[config.mk]
export PLATFORM = sky130hd
export DESIGN_NAME = alu_result_buffer
export DESIGN_NICKNAME = d
export VERILOG_FILES = /design/src/rtl/alu_result_buffer.sv
export SDC_FILE = /design/constraint.sdc
export NUM_CORES = 1
export LEC_CHECK = 0
export BUFFER_PORTS_ARGS = -buffer_cell sky130_fd_sc_hd__buf_2
export CORE_UTILIZATION = 45
export DETAILED_ROUTE_END_ITERATION = 6
export PLACE_DENSITY = 0.7
export SLEW_MARGIN = 15
export SYNTH_ARGS = -nofsm -noshare
export SYNTH_HDL_FRONTEND = slang
export SYNTH_SLANG_ARGS = --single-unit
[constraint.sdc]
create_clock -name CLK -period 8.9 [get_ports CLK]
set_clock_uncertainty 0.2 [all_clocks]
set_input_delay 1.335 -clock CLK [delete_from_list [all_inputs] [get_ports CLK]]
set_output_delay 1.335 -clock CLK [all_outputs]
set_load 0.02 [all_outputs]
[src/rtl/alu_result_buffer.sv]
// alu_result_buffer
// Two-entry FIFO that decouples the ALU result stage from its consumer.
// Each entry holds the ALU result word, its flags, the destination register
// index and a write enable. For signed-trapping ops (ADD/SUB) that overflow,
// the write enable is suppressed and an exception bit is recorded instead.
//
// Ports
//   CLK          in   single clock, rising edge
//   nRST         in   synchronous active-low reset
//   flush        in   discard all entries at the next edge (drops a push)
//   in_valid     in   upstream result valid
//   in_ready     out  buffer not full (registered state only)
//   port_out     in   ALU result word
//   negative, zero, overflow  in  ALU flags
//   ov_trap      in   current op traps on signed overflow
//   wsel         in   destination register index
//   wen          in   destination write enable
//   out_valid    out  head entry valid
//   out_ready    in   consumer takes head this cycle
//   out_result, out_negative, out_zero, out_overflow, out_wsel  out  head data
//   out_wen      out  head write enable after trap masking
//   out_exc      out  head raised an overflow exception
//   count        out  occupancy 0..2
// All data outputs read 0 while the buffer is empty.

module alu_result_buffer #(
  parameter int WORD_W = 32,
  parameter int DEPTH  = 2
) (
  input  logic              CLK,
  input  logic              nRST,
  input  logic              flush,
  input  logic              in_valid,
  output logic              in_ready,
  input  logic [WORD_W-1:0] port_out,
  input  logic              negative,
  input  logic              zero,
  input  logic              overflow,
  input  logic              ov_trap,
  input  logic [4:0]        wsel,
  input  logic              wen,
  output logic              out_valid,
  input  logic              out_ready,
  output logic [WORD_W-1:0] out_result,
  output logic              out_negative,
  output logic              out_zero,
  output logic              out_overflow,
  output logic [4:0]        out_wsel,
  output logic              out_wen,
  output logic              out_exc,
  output logic [1:0]        count
);

  // Only a two-entry buffer is supported; pointers are single bits.
  localparam logic [1:0] FULL_CNT = 2'(DEPTH);

  // Overflow exception is raised only for trapping ops.
  function automatic logic trap_exc(input logic ovf, input logic trap);
    return ovf & trap;
  endfunction

  // A trapped op must not update the register file.
  function automatic logic masked_wen(input logic we, input logic ovf, input logic trap);
    return we & ~trap_exc(ovf, trap);
  endfunction

  logic [WORD_W-1:0] result_r [2];
  logic [1:0]        neg_r;
  logic [1:0]        zero_r;
  logic [1:0]        ovf_r;
  logic [4:0]        wsel_r [2];
  logic [1:0]        wen_r;
  logic [1:0]        exc_r;

  logic       head_r;
  logic       tail_r;
  logic [1:0] count_r;

  logic push_s;
  logic pop_s;

  assign in_ready  = (count_r != FULL_CNT);
  assign out_valid = (count_r != 2'd0);
  assign count     = count_r;

  assign push_s = in_valid & in_ready & ~flush;
  assign pop_s  = out_valid & out_ready & ~flush;

  // Pointer and occupancy state; reset beats flush, flush beats push/pop.
  always_ff @(posedge CLK) begin
    if (!nRST) begin
      head_r  <= 1'b0;
      tail_r  <= 1'b0;
      count_r <= 2'd0;
    end else if (flush) begin
      head_r  <= 1'b0;
      tail_r  <= 1'b0;
      count_r <= 2'd0;
    end else begin
      if (push_s) begin
        tail_r <= ~tail_r;
      end
      if (pop_s) begin
        head_r <= ~head_r;
      end
      case ({push_s, pop_s})
        2'b10:   count_r <= count_r + 2'd1;
        2'b01:   count_r <= count_r - 2'd1;
        default: count_r <= count_r;
      endcase
    end
  end

  // Entry storage; written only on an accepted push, never cleared.
  always_ff @(posedge CLK) begin
    if (push_s && nRST) begin
      result_r[tail_r] <= port_out;
      neg_r[tail_r]    <= negative;
      zero_r[tail_r]   <= zero;
      ovf_r[tail_r]    <= overflow;
      wsel_r[tail_r]   <= wsel;
      wen_r[tail_r]    <= masked_wen(wen, overflow, ov_trap);
      exc_r[tail_r]    <= trap_exc(overflow, ov_trap);
    end
  end

  // Head read-out from registered state, forced to zero when empty.
  always_comb begin
    out_result   = '0;
    out_negative = 1'b0;
    out_zero     = 1'b0;
    out_overflow = 1'b0;
    out_wsel     = 5'd0;
    out_wen      = 1'b0;
    out_exc      = 1'b0;
    if (out_valid) begin
      out_result   = result_r[head_r];
      out_negative = neg_r[head_r];
      out_zero     = zero_r[head_r];
      out_overflow = ovf_r[head_r];
      out_wsel     = wsel_r[head_r];
      out_wen      = wen_r[head_r];
      out_exc      = exc_r[head_r];
    end else begin
      out_result   = '0;
    end
  end

endmodule

### Word-level counts from Yosys, hierarchy flattened

Memory sizes are Yosys's and may differ from the RTL's. A register that Yosys moved wholly into a read port is not among the register bits.
Index checks and enable logic that the tools add are counted.

| storage, ports and cells | value |
|---|---|
| register bits | 14 |
| latch bits | 0 |
| bits in writable memories | 74 |
| bits in read-only memories | 0 |
| input port bits | 47 |
| output and inout port bits | 46 |
| logic and storage cells | 65 |
| memories | 2 |

| cells by class | value |
|---|---|
| add/sub/neg operators | 2 |
| multiply operators | 0 |
| divide/modulo/power cells | 0 |
| $lt $le $gt $ge | 3 |
| eq/ne operators | 3 |
| shift operators | 0 |
| multiplexer cells | 31 |
| bitwise logic cells | 11 |
| reductions and logical operators | 5 |

Memory list:

| memory | depth | bits a word | rd ports | clocked after Yosys merged registers in | wr ports | line | text |
|---|---|---|---|---|---|---|---|
| result_r | 2 | 32 | 1 | 1 | 1 | 67 | `logic [WORD_W-1:0] result_r [2];` |
| wsel_r | 2 | 5 | 1 | 1 | 1 | 71 | `logic [4:0] wsel_r [2];` |

Operators with widths:

| operator | number |
|---|---|
| $mux W32 | 1 |
| $mux W1 | 22 |
| $bwmux W2 | 5 |
| $and A1 B1 Y1 | 6 |
| $mux W5 | 1 |
| $not A1 Y1 | 5 |
| $lt A1 B2 Y1 const B | 2 |
| $pmux W2 S2 | 1 |
| $reduce_bool A2 Y1 | 2 |
| $add A2 B1 Y2 const B | 1 |
| $eq A2 B1 Y1 const B | 1 |
| $eq A2 B2 Y1 const B | 1 |
| $logic_and A1 B1 Y1 | 2 |
| $ne A2 B2 Y1 const B | 1 |
| $reduce_or A2 Y1 | 1 |
| $sub A2 B1 Y2 const B | 1 |
| $demux W1 S1 | 1 |
| $ge A1 B1 Y1 const B | 1 |

### Longest topological paths before layout

| logic depth | value |
|---|---|
| word-level depth | 6 |
| depth in mapped cells | 7 |
| gate-level depth less buffers | 7 |

### Worst setup path after synthesis

OpenSTA, ideal clock, no wires.

| path | value |
|---|---|
| kind | input-to-reg |
| start point | in flush |
| end point | reg exc_r[0], enable pin |
| setup time | 493 ps |
| data arrival time | 4,441 ps |
| required time | 8,207 ps |
| path slack | 3,766 ps |
| stages on the path | 2 |
| buffers on the path | 0 |
| cell sequence | nand2b_1 -> nor3_1 |

| on the way | value |
|---|---|
| longest elaborated chain between the ends | 3 |

RTL lines:

| element | line | text |
|---|---|---|
| start: declaration | 32 | `input logic flush,` |
| $not A1 Y1 | 86 | `assign push_s = in_valid & in_ready & ~flush;` |
| $and A1 B1 Y1 | 86 |  |
| $logic_and A1 B1 Y1 | 116 | `if (push_s && nRST) begin` |
| end signal: indexed assignment | 123 | `exc_r[tail_r] <= trap_exc(overflow, ov_trap);` |
| end: declaration | 73 | `logic [1:0] exc_r;` |

No other way between the ends.
A chain may end at the register's enable or synchronous reset.

==> results.ini <==
[cts]
cts_setup_buffers=0
cts_root_buffer=clkbuf_8
ctsHoldBuffers=0
ctsResizeCount=0
cts_tree=built
cts_sinks=89
cts_buffer_depth=2
htreeDepth=3
cts_buffers=9
clkLatencyLatePin_ps=340
path_clk_slew_ps=80

[synthesis]
ys.warnings.count=0
ys_types=22
ys_seq_elements=89
ys_seq_area_share_pct=77.1
avgSynthCellArea_um2=16.3
syn_area_um2=3400
synth_cells=208
synth.net_count=256

[sta]
hold_ws_ps=366
setup_ws_ps=5340
fin_crit_sh_pct=39.9
worst_slew_pin_slew_ps=1150
period_minus_slack_ps=3560
setup_violations=0
hold_viol=0
max_freq_ghz=0.281
slew_headroom_pct=23.4
slew_violations=0
tns_ps=0
rsz0062_at_grt=false

[outcome]
outcome=complete, no violations

[layout]
nets=354
drive_gt1_share_pct=36.7
final_cell_mix=buf_2, edfxtp_1, nor2_1
final_common_cell=buf_2
utilization_pct=57.2
final_cells=410
area_growth_pct=22.6
fillCellCount=635
antenna_cells=0

[power]
powerDensity_nw_per_um2=185
p_int_uw=610
p_leak_nw=1.55
comb_power_share_pct=5.8
p_clk_share_pct=33.4
seq_power_share_pct=60.8
swShare_pct=21.0
power.switching_uw=162
ir_worst_vdd_mv=0.110

[setup_path]
critPathKind=register to output port
cp.required_ps=7360
worstPathArrival_ps=2020
rr_startpoint=count[0]
path_cells=mux2i_1, nor2_1, buf_2
cp_max_fo=37
worst_path_largest_cell_delay_ps=1100
crit_path_start_kind=register
slowest_stage=dfxtp_2
endpoint_kind=output port

[floorplan]
core_area_um2=7290
die_w_um=88.9
die_area_um2=7910
fp.dieH_um=88.9
io_pins=93
rows=31
start_util_pct=46.6

[drt]
wl_mm=5.77
ant_nets=0
drt_pass1_iterations=4
vias=1961
drtIter0Drc=76
avgViaCountPerCell=4.78
drc_errors=0
drt-wirelength-per-cell_um=14.1

[placement]
numPortBuffers=92
dp_hpwl_mm=3.68
dpl.cell_count=394
globalplace.congestion=0.677
place_ws_ps=5660

[job]
maxCapViolations=0

[global_routing]
antenna_found_initial=0
grt_max_degree=44
grt-ovfl-total=0
grt_pass1_vias=1791
grt_usage_pct=15.0
grt_pass1_wl_mm=8.42

[worst_hold_path]
hold_start=count[1]
hp-class=register to register

## power groups by stage
| stage | logic (mW) | registers, mW | clock network, mW |
|---|---|---|---|
| 6_report | 0.0449 | 0.469 | 0.258 |
| 3_3_place_gp | 0.0445 | 0.479 | 0 |
| 2_1_floorplan | 0.0240 | 0.478 | 0 |
| 3_5_place_dp | 0.0457 | 0.479 | 0 |
| 5_1_grt | 0.0496 | 0.470 | 0.281 |
| 4_1_cts | 0.0459 | 0.469 | 0.266 |
## final cells by class
| type | instances | area, µm² | share of cell area (%) |
|---|---|---|---|
| tap | 99 | 124 | 2.97 |
| clock inverter | 7 | 61.3 | 1.47 |
| clock buffer | 9 | 124 | 2.97 |
| sequential | 89 | 2620 | 63.0 |
| multi-input combinational | 108 | 737 | 17.7 |
| timing repair buffer | 96 | 490 | 11.8 |
| inverter | 2 | 7.51 | 0.180 |
## metrics by stage
stage | cell area [µm²] | power (mW)
finish | 4170 | 0.772
global route | 4170 | 0.800
CTS | 4170 | 0.781
detailed placement | 3980 | 0.525
global placement | 3980 | 0.523
floorplan | 3400 | 0.502
## registers in the layout, indices dropped and copies added, names as in the netlist, named ones only
| name | flops |
|---|---|
| result_r | 64 |
| wsel_r | 10 |
| count | 2 |
| exc_r | 2 |
| neg_r | 2 |
| ovf_r | 2 |
| wen_r | 2 |
| zero_r | 2 |
| head_r | 1 |
| tail_r | 1 |
## kinds of logic after synthesis
group	Yosys count	synth area share [%]
AND/OR/NAND/NOR	57	6.84
buffers and inverters	11	1.73
XOR/XNOR	3	0.773
flip-flops	89	77.1
AO/OA/AOI/OAI	5	0.810
multiplexers	42	12.4
adder cells (fa/ha/maj)	1	0.368
## per-layer routing
metal / GRT usage, % / part of all wire (%) / vias to the layer above
met4: 6.49 / 0.73 / 0
met3: 3.97 / 5.6 / 4
met5: 0 / 0 / -
met1: 18.5 / 45 / 926
li1: - / - / 956
met2: 25.1 / 49 / 75
## critical path: cells and delay by family, from the launching register on
kind / cells / cell delay, ps
mux: 1 / 280
simple gates: 1 / 70
flops: 1 / 1100
buf+inv: 1 / 200
## Yosys cell counts
library cell	count	area, µm²
nand3_1	1	5.00
nand2_1	1	3.75
buf_4	3	22.5
nand2b_1	2	12.5
a21o_1	1	7.51
ha_1	1	12.5
edfxtp_1	84	2520
buf_2	5	25.0
mux2i_1	42	420
o21ai_0	2	10.0
nor2b_1	1	6.26
a21oi_1	2	10.0
nor3_1	2	10.0
inv_1	2	7.51
or3_1	1	6.26
dfxtp_1	5	100
xor2_1	2	17.5
nor2_1	47	176
xnor2_1	1	8.76
or2_2	1	6.26
clkbuf_1	1	3.75
and2_1	1	6.26
## worst paths after layout
path / endpoint / slack [ps] / depth (start not counted)
hold / removal: count[1] / 370 / 2
hold reg to reg: count[1] / 370 / 2
setup / recovery: out_result[30] / 5340 / 3
setup reg to reg: count[1] / 6700 / 6
Power figures use the tool's default switching activity.
